`config.mk`:
```
export PLATFORM = sky130hd
export DESIGN_NAME = sec_graph_loader_flat
export DESIGN_NICKNAME = d
export VERILOG_FILES = /design/src/rtl/sec_graph_loader_if.sv /design/src/rtl/sec_graph_loader.sv /design/src/flat_wrapper.sv
export SDC_FILE = /design/constraint.sdc
export NUM_CORES = 1
export LEC_CHECK = 0
export CORE_ASPECT_RATIO = 2
export CORE_MARGIN = 8
export CORE_UTILIZATION = 34
export DETAILED_ROUTE_END_ITERATION = 7
export PLACE_DENSITY = 0.78
export SYNTH_ARGS = -nofsm -noshare
export SYNTH_HDL_FRONTEND = slang
export SYNTH_SLANG_ARGS = --single-unit
```
`constraint.sdc`:
```
create_clock -name core_sp_clk -period 3.1 [get_ports core_sp_clk]
set_input_delay 0.31 -clock core_sp_clk [delete_from_list [all_inputs] [get_ports core_sp_clk]]
set_output_delay 0.31 -clock core_sp_clk [all_outputs]
set_load 0.03 [all_outputs]
```
`src/rtl/sec_graph_loader_if.sv`:
```
// -----------------------------------------------------------------------------
// sec_graph_loader_if
// Host-side reload bus of the security-graph loader.
//   host_load_start  : one-cycle pulse requesting a reload (host -> loader)
//   host_load_done   : one-cycle pulse ending the reload    (host -> loader)
//   host_wr_valid    : write word presented                 (host -> loader)
//   host_wr_ready    : loader accepts words (LOAD only)     (loader -> host)
//   host_wr_addr     : graph word index [12:2]              (host -> loader)
//   host_wr_bblock   : basic-block word                     (host -> loader)
//   host_wr_nhop     : next-hop word                        (host -> loader)
// Modports: master = host side, slave = loader side.
// -----------------------------------------------------------------------------
interface sec_graph_loader_if;
  logic        host_load_start;
  logic        host_load_done;
  logic        host_wr_valid;
  logic        host_wr_ready;
  logic [12:2] host_wr_addr;
  logic [31:0] host_wr_bblock;
  logic [31:0] host_wr_nhop;

  modport master (
    output host_load_start, host_load_done, host_wr_valid,
           host_wr_addr, host_wr_bblock, host_wr_nhop,
    input  host_wr_ready
  );

  modport slave (
    input  host_load_start, host_load_done, host_wr_valid,
           host_wr_addr, host_wr_bblock, host_wr_nhop,
    output host_wr_ready
  );
endinterface

```
`src/rtl/sec_graph_loader.sv`:
```
// -----------------------------------------------------------------------------
// sec_graph_loader
// Reloads the security graph (bb_ram, its duplicate and next_hop_ram) while
// holding sec_monitor in reset. Sequence: IDLE -> DRAIN -> LOAD -> FLUSH -> IDLE.
//
// Parameters:
//   DRAIN_CYCLES (1..15) : monitor reset cycles before the first write
//   FLUSH_CYCLES (1..15) : monitor reset cycles after the last write
// Optional feature macro:
//   SEC_LOADER_CHECKSUM_EN : when defined, load_checksum is the running XOR of
//                            (bblock ^ nhop) over written words; otherwise 0.
// Ports:
//   core_sp_clk, reset_n (async, active-low)
//   host            : sec_graph_loader_if.slave reload bus
//   mem_addr        : shared RAM word address [12:2]
//   bbr_we/nhr_we   : byte enables, 4'hF on a write cycle
//   bbr_wdata/nhr_wdata : RAM write data
//   mon_reset       : active-high reset to sec_monitor
//   mon_drop_packet : raw drop from sec_monitor
//   drop_packet     : drop gated to IDLE
//   loader_busy     : state != IDLE
//   load_count      : words accepted in the current/last load (sat. 2048)
//   err_overflow    : sticky, word offered with load_count at 2048
//   load_checksum   : see macro above
// -----------------------------------------------------------------------------
module sec_graph_loader #(
  parameter int DRAIN_CYCLES = 4,
  parameter int FLUSH_CYCLES = 4
) (
  input  logic                 core_sp_clk,
  input  logic                 reset_n,
  sec_graph_loader_if.slave    host,
  output logic [12:2]          mem_addr,
  output logic [3:0]           bbr_we,
  output logic [3:0]           nhr_we,
  output logic [31:0]          bbr_wdata,
  output logic [31:0]          nhr_wdata,
  output logic                 mon_reset,
  input  logic                 mon_drop_packet,
  output logic                 drop_packet,
  output logic                 loader_busy,
  output logic [11:0]          load_count,
  output logic                 err_overflow,
  output logic [31:0]          load_checksum
);

  localparam logic [1:0] S_IDLE  = 2'd0;
  localparam logic [1:0] S_DRAIN = 2'd1;
  localparam logic [1:0] S_LOAD  = 2'd2;
  localparam logic [1:0] S_FLUSH = 2'd3;

  localparam logic [11:0] LOAD_MAX = 12'h800;

  logic [1:0]  r_state;
  logic [3:0]  r_cnt;
  logic [11:0] r_load_count;
  logic        r_err_overflow;
  logic        r_vld_p1;
  logic [12:2] r_addr_p1;
  logic [31:0] r_bblock_p1;
  logic [31:0] r_nhop_p1;

  logic w_accept;
  logic w_full;
  logic w_write;

  // A word is consumed whenever ready is high; it is only written below the cap.
  assign w_accept = (r_state == S_LOAD) && host.host_wr_valid;
  assign w_full   = (r_load_count == LOAD_MAX);
  assign w_write  = w_accept && !w_full;

  always_ff @(posedge core_sp_clk or negedge reset_n) begin
    if (!reset_n) begin
      r_state        <= S_IDLE;
      r_cnt          <= 4'd0;
      r_load_count   <= 12'd0;
      r_err_overflow <= 1'b0;
      r_vld_p1       <= 1'b0;
      r_addr_p1      <= '0;
      r_bblock_p1    <= 32'd0;
      r_nhop_p1      <= 32'd0;
    end else begin
      // Stage p0 -> p1: register the accepted word for a one-cycle write.
      r_vld_p1 <= w_write;
      if (w_write) begin
        r_addr_p1    <= host.host_wr_addr;
        r_bblock_p1  <= host.host_wr_bblock;
        r_nhop_p1    <= host.host_wr_nhop;
        r_load_count <= r_load_count + 12'd1;
      end
      if (w_accept && w_full) begin
        r_err_overflow <= 1'b1;
      end

      case (r_state)
        S_IDLE: begin
          if (host.host_load_start) begin
            r_state        <= S_DRAIN;
            r_cnt          <= 4'(DRAIN_CYCLES - 1);
            r_load_count   <= 12'd0;
            r_err_overflow <= 1'b0;
          end
        end
        S_DRAIN: begin
          if (r_cnt == 4'd0) r_state <= S_LOAD;
          else               r_cnt   <= r_cnt - 4'd1;
        end
        S_LOAD: begin
          // A word valid alongside done was already taken above.
          if (host.host_load_done) begin
            r_state <= S_FLUSH;
            r_cnt   <= 4'(FLUSH_CYCLES - 1);
          end
        end
        default: begin
          if (r_cnt == 4'd0) r_state <= S_IDLE;
          else               r_cnt   <= r_cnt - 4'd1;
        end
      endcase
    end
  end

`ifdef SEC_LOADER_CHECKSUM_EN
  logic [31:0] r_checksum;

  always_ff @(posedge core_sp_clk or negedge reset_n) begin
    if (!reset_n) begin
      r_checksum <= 32'd0;
    end else if ((r_state == S_IDLE) && host.host_load_start) begin
      r_checksum <= 32'd0;
    end else if (w_write) begin
      r_checksum <= r_checksum ^ host.host_wr_bblock ^ host.host_wr_nhop;
    end
  end

  assign load_checksum = r_checksum;
`else
  assign load_checksum = 32'h0;
`endif

  assign host.host_wr_ready = (r_state == S_LOAD);

  assign mem_addr     = r_addr_p1;
  assign bbr_we       = {4{r_vld_p1}};
  assign nhr_we       = {4{r_vld_p1}};
  assign bbr_wdata    = r_bblock_p1;
  assign nhr_wdata    = r_nhop_p1;
  assign load_count   = r_load_count;
  assign err_overflow = r_err_overflow;
  assign loader_busy  = (r_state != S_IDLE);

  // Combinational so the monitor is held in reset during reset_n as well.
  assign mon_reset   = (r_state != S_IDLE) || !reset_n;
  assign drop_packet = (r_state == S_IDLE) ? mon_drop_packet : 1'b0;

endmodule

```
`src/flat_wrapper.sv`:
```
// flat-port wrapper written by rule: the top's interface ports become plain ports
module sec_graph_loader_flat 
#(
  parameter int DRAIN_CYCLES = 4,
  parameter int FLUSH_CYCLES = 4
)
  (core_sp_clk, reset_n, mem_addr, bbr_we, nhr_we, bbr_wdata, nhr_wdata, mon_reset, mon_drop_packet, drop_packet, loader_busy, load_count, err_overflow, load_checksum, host_host_load_start, host_host_load_done, host_host_wr_valid, host_host_wr_addr, host_host_wr_bblock, host_host_wr_nhop, host_host_wr_ready);
  sec_graph_loader_if host_i ();
  input  logic core_sp_clk;
  input  logic reset_n;
  output logic [12:2] mem_addr;
  output logic [3:0] bbr_we;
  output logic [3:0] nhr_we;
  output logic [31:0] bbr_wdata;
  output logic [31:0] nhr_wdata;
  output logic mon_reset;
  input  logic mon_drop_packet;
  output logic drop_packet;
  output logic loader_busy;
  output logic [11:0] load_count;
  output logic err_overflow;
  output logic [31:0] load_checksum;
  input wire logic [$bits(host_i.host_load_start)-1:0] host_host_load_start;
  input wire logic [$bits(host_i.host_load_done)-1:0] host_host_load_done;
  input wire logic [$bits(host_i.host_wr_valid)-1:0] host_host_wr_valid;
  input wire logic [$bits(host_i.host_wr_addr)-1:0] host_host_wr_addr;
  input wire logic [$bits(host_i.host_wr_bblock)-1:0] host_host_wr_bblock;
  input wire logic [$bits(host_i.host_wr_nhop)-1:0] host_host_wr_nhop;
  output wire logic [$bits(host_i.host_wr_ready)-1:0] host_host_wr_ready;
  assign host_i.host_load_start = host_host_load_start;
  assign host_i.host_load_done = host_host_load_done;
  assign host_i.host_wr_valid = host_host_wr_valid;
  assign host_i.host_wr_addr = host_host_wr_addr;
  assign host_i.host_wr_bblock = host_host_wr_bblock;
  assign host_i.host_wr_nhop = host_host_wr_nhop;
  assign host_host_wr_ready = host_i.host_wr_ready;
  sec_graph_loader #(.DRAIN_CYCLES(DRAIN_CYCLES), .FLUSH_CYCLES(FLUSH_CYCLES)) u_core (.core_sp_clk(core_sp_clk), .reset_n(reset_n), .host(host_i), .mem_addr(mem_addr), .bbr_we(bbr_we), .nhr_we(nhr_we), .bbr_wdata(bbr_wdata), .nhr_wdata(nhr_wdata), .mon_reset(mon_reset), .mon_drop_packet(mon_drop_packet), .drop_packet(drop_packet), .loader_busy(loader_busy), .load_count(load_count), .err_overflow(err_overflow), .load_checksum(load_checksum));
endmodule
```
=== Word-level counts from Yosys, hierarchy flattened ===
Index checks and enable logic that the tools add are counted.

* Equality and inequality tests: 7
* $add $sub $neg: 2
* Reductions and logical operators: 12
* Muxes and demuxes: 16

{| class="wikitable"
|+ Operators with widths
! kind !! number
|-
| 12-bit two-way mux || 3
|-
| 12-bit by 1-bit adder with 12-bit output (second input constant) || 1
|-
| 12-bit equality test (second input constant) || 1
|-
| 4-bit two-way mux || 3
|-
| 2-bit two-way mux || 4
|-
| 4-bit one-hot mux with 2 select lines || 1
|-
| 2-bit one-hot mux with 3 select lines || 1
|-
| 4-bit zero test || 1
|-
| 1-bit two-way mux || 4
|-
| 2-bit != test (second input constant) || 2
|-
| 4-bit AND reduction || 1
|-
| 4-bit by 1-bit subtractor with 4-bit output (second input constant) || 1
|-
| 1-bit logical AND || 3
|-
| 3-bit != test (second input constant) || 1
|-
| 3-bit AND reduction || 1
|-
| 3-bit nonzero test || 1
|-
| 2-bit by 1-bit equality test with 1-bit output (second input constant) || 1
|-
| 2-bit equality test (second input constant) || 1
|-
| 1-bit zero test || 2
|-
| 2-bit zero test || 1
|-
| 2-bit by 1-bit != test with 1-bit output (second input constant) || 1
|-
| 2-bit nonzero test || 1
|-
| 1-bit logical OR || 1
|}

* Word-level logic and storage cells: 45
* Bits of input ports: 81
* Register bits: 95
* Output and inout bits: 132

=== Longest topological paths before layout ===
* Depth in word-level cells: 6
* Depth in mapped cells: 8
* Gate-level depth less buffers: 5

=== Worst setup path after synthesis ===
Ideal clock, no wire load.

* Kind: register to register
* From: reg u_core.r_state[0]
* To: reg u_core.r_bblock_p1[0] (netlist: u_core.bbr_wdata[0])
* Slack: 0.882 ns
* Arrival: 2.093 ns
* Stages on the path, launching flop included: 9
* Required time: 2.975 ns
* Library setup time: 0.125 ns
* Period minus slack after synthesis: 2.218 ns
* Buffers on the path: 3
* Cells stage by stage: dfrtp_1 inv_1 ha_1 buf_2 nand2_1 a31oi_2 buf_6 buf_6 mux2_4

* Cells in the longest elaborated chain, start to end: 3

{| class="wikitable"
|+ Ends and longest elaborated chain
! element !! RTL line !! text
|-
| start, declared || sec_graph_loader.sv:54 || <nowiki>logic [1:0] r_state;</nowiki>
|-
| start signal, assigned || sec_graph_loader.sv:74 || <nowiki>r_state <= S_IDLE;</nowiki>
|-
| start signal, assigned || sec_graph_loader.sv:98 || <nowiki>r_state <= S_DRAIN;</nowiki>
|-
| start signal, assigned || sec_graph_loader.sv:105 || <nowiki>if (r_cnt == 4'd0) r_state <= S_LOAD;</nowiki>
|-
| 2-bit equality test || -- ||
|-
| net host_host_wr_ready || flat_wrapper.sv:29 || <nowiki>output wire logic [$bits(host_i.host_wr_ready)-1:0] host_host_wr_ready;</nowiki>
|-
| 1-bit logical AND || sec_graph_loader.sv:68 || <nowiki>assign w_accept = (r_state == S_LOAD) && host.host_wr_valid;</nowiki>
|-
| 1-bit logical AND || sec_graph_loader.sv:70 || <nowiki>assign w_write = w_accept && !w_full;</nowiki>
|-
| end signal, assigned || sec_graph_loader.sv:87 || <nowiki>r_bblock_p1 <= host.host_wr_bblock;</nowiki>
|-
| end, declared || sec_graph_loader.sv:60 || <nowiki>logic [31:0] r_bblock_p1;</nowiki>
|}

The timed path passes the listed nets, and every way through them passes these cells.
A chain may end at the register's enable or synchronous reset.

=== Worst setup path after layout ===
* From: reg u_core.r_state[0]
* To: reg u_core.r_bblock_p1[17] (netlist: u_core.bbr_wdata[17])

* Cells in the longest elaborated chain, start to end: 3

{| class="wikitable"
|+ Ends and longest elaborated chain
! element !! RTL line
|-
| 2-bit equality test || sec_graph_loader.sv:68
|-
| 1-bit logical AND || sec_graph_loader.sv:68
|-
| 1-bit logical AND || sec_graph_loader.sv:70
|}

No other way between the ends.

==> results.cfg <==
[synth]
synth_cell_types = 37
mapped_cells = 324
ys_ff_latch = 95
dominantRegCellSynth = dfrtp_1
netlist_area_sq_mm = 0.004340
synth-edff-count = 0
ys_async_sr_fraction_pct = 100.0
synth_seq_area_share_pct = 54.77
yosysWarningCount = 0
synth_area_per_cell_sq_um = 13.40

[global_routing]
grt_pass1_wl_um = 17880
grt_antenna_before_repair = 0
global_route.overflow_total = 0
grt_pass1_vias = 3292
grt_start_max_net_pins = 55
track_usage_pct = 13.87

[clock_tree]
cts_setup_buffers = 0
cts_resized = 0
worstSkewPairLatency_ns = 0.33
clockRootBuffer = clkbuf_16
tritoncts_buffers = 9
cts.reportedPaths.clkPinSlew_ns = 0.07
cts_tree = built
htree_levels = 3
clock_tree.buffer_depth = 2
cts.sinks = 95
ctsHoldBuffers = 0

[sta]
finClkSkew_ns = 0.007064
hold_ws_ns = 0.07439
final.setup.tns_ns = 0
setup_repair_after_global_routing_missed_its_margin = no
fin_crit_sh_pct = 78.65
fmax_mhz = 410.2
slew-limit-headroom_pct = 54.80
finalHoldViolations = 0
report.final.slew_viol_count = 0
worst-slew-pin-transition_ns = 0.6779
finalWorstPathRequiredPeriod_ns = 2.438
setup-violations-final = 0

[floorplanning]
io-pin-count = 213
row_count = 58
core_sq_mm = 0.01255
dieHeight_um = 175.8
dieWidth_um = 95.90
initial_core_util_pct = 34.57
die_area_sq_mm = 0.01686

[power_and_ir_drop]
leakagePower_nw = 2.700
finalPower_mw = 6.938
power-per-cell-area_mw_per_mm2 = 1078
vdd_drop_max_v = 0.0005619

[detailed_routing]
first_drt_pass_iteration_count = 4
post_drt_wl_per_cell_um = 18.48
detail-route-antenna-nets = 0
drt_iter0_drc = 100
post_drt_via_cell_ratio = 4.735
vias = 3097
drt_wl_total_um = 12090
remaining_drc_errors = 0

[setup_path]
critPathKind = register to register
cp_slowest_cell = a31oi_4
cp_cell_sequence = inv_1 -> ha_1 -> nand2_1 -> a31oi_4 -> buf_12 -> mux2_2
critical_path.max_stage_delay_ns = 0.48
critical_path_peak_fanout = 34
end_kind = register
timing.critical_path.required_ns = 3.31
cp-start-kind = register
worst-endpoint-arrival_ns = 2.65

[placement]
gp_congestion = 0.8076
i_o_buffers = 180
dp.final_hpwl_um = 9653

[final_layout]
syn2layout_area_growth_pct = 48.28
layout-drive-gt1-share_pct = 19.84
nets = 586
finalCoreUtilization_pct = 51.27
nFillCells = 1114
antenna_cells_inserted = 0

[status]
status = finished, final reports clean

[flow_run]
number_of_max_cap_violations = 0

[hold_path]
worst_hold_path_type = input pin to async pin
## per-layer routing
metal	share of wire [%]	GRT usage [%]	vias to the layer above
met5	0	0	-
met4	1.7	4.519	0
met3	9.4	4.491	15
li1	-	-	1413
met1	32	12.70	1516
met2	57	26.80	153
## flip-flops by register name (all words and copies together) (netlist names)
signal,flops
u_core.load_count,12
u_core.r_vld_p1,1
u_core.nhr_wdata,32
u_core.err_overflow,1
u_core.r_cnt,4
u_core.mem_addr,11
u_core.r_state,2
u_core.bbr_wdata,32
## synth_stat cells, drive strengths merged (2+ instances only)
cell	instances	area (sq um)
mux2	77	930.9
o21a	2	15.01
nor3	2	10.01
a211oi	4	30.03
nor4	3	18.77
dfrtp	95	2377
inv	9	33.78
nor4b	2	38.78
clkbuf	2	7.510
o31ai	6	45.04
a21oi	6	30.03
and2	3	18.77
mux2i	5	50.05
nand2	16	60.06
or3	2	12.51
nand3	7	35.03
nor2	4	15.01
ha	6	75.07
buf	49	364.1
or4	5	37.54
nor2b	2	12.51
o21ai	2	10.01
nand2b	3	18.77
nand4	3	18.77
## final timing paths
| check | from | cells after the start | slack [ns] | end |
|---|---|---|---|---|
| max | u_core.r_state[0]$_DFFE_PN0P_ | 6 | 0.66 | u_core.bbr_wdata[17]$_DFFE_PN0P_ |
| min | reset_n | 2 | 0.07 | u_core.r_cnt[1]$_DFFE_PN0P_ |
| max reg2reg | u_core.r_state[0]$_DFFE_PN0P_ | 6 | 0.66 | u_core.bbr_wdata[17]$_DFFE_PN0P_ |
| min reg2reg | u_core.nhr_wdata[2]$_DFFE_PN0P_ | 1 | 0.50 | u_core.nhr_wdata[2]$_DFFE_PN0P_ |
| max in group asynchronous | reset_n | 3 | 1.94 | u_core.bbr_wdata[8]$_DFFE_PN0P_ |
| min in group core_sp_clk | u_core.nhr_wdata[2]$_DFFE_PN0P_ | 1 | 0.50 | u_core.nhr_wdata[2]$_DFFE_PN0P_ |
## area by class of cell
class,instances,area [sq um],area share (%)
well taps,150,187.7,2.916
multi-input cells,200,1683,26.15
clock buffers,12,246.5,3.830
repair buffers,184,1854,28.81
inverters,9,33.78,0.5249
clock inverters,4,53.80,0.8359
flip-flops and latches,95,2377,36.94
## power by group
group	internal (mW)	leakage (nW)	switching [mW]
clock network	0.651	0.139	0.459
registers	1.79	1.16	0.313
logic	1.73	1.41	1.99
total	4.18	2.70	2.76
## cells in the final DEF (no fill, tap or decap), drive strengths merged, types with 6 or more instances in the layout
| cell | n |
|---|---|
| a21oi | 6 |
| clkbuf | 12 |
| clkdlybuf4s50 | 179 |
| conb | 32 |
| dfrtp | 95 |
| ha | 6 |
| inv | 10 |
| mux2 | 77 |
| nand2 | 16 |
| nand3 | 7 |
| o31ai | 6 |
## cells by family after synthesis
logic type	Yosys count	synth area share, %
adder cells (fa/ha/maj)	6	1.730
multiplexers	82	22.60
other	1	0.08640
flip-flops	95	54.77
AO/OA/AOI/OAI	25	4.065
AND/OR/NAND/NOR	55	7.409
buffers and inverters	60	9.340
## stage by stage
stage               instance area, sq um  std cells  setup WS [ns]
finish                              6436        654         0.6619
global route                        6436        654         0.5099
CTS                                 6436        654         0.6667
detailed placement                  6136        638         0.6815
global placement                    6136        638         0.7805
floorplan                           4457        355         0.8822
## worst max-delay path, delay by kind of cell (launching register included)
family / cells / cell delay [ns]
AOI/OAI and AO/OA: 1 / 0.48
DFF: 1 / 0.41
buffers and inverters: 2 / 0.41
muxes: 1 / 0.37
adders and majority gates: 1 / 0.34
and+or+nand+nor: 1 / 0.28
No activity file was read; power rests on OpenSTA's default activity.
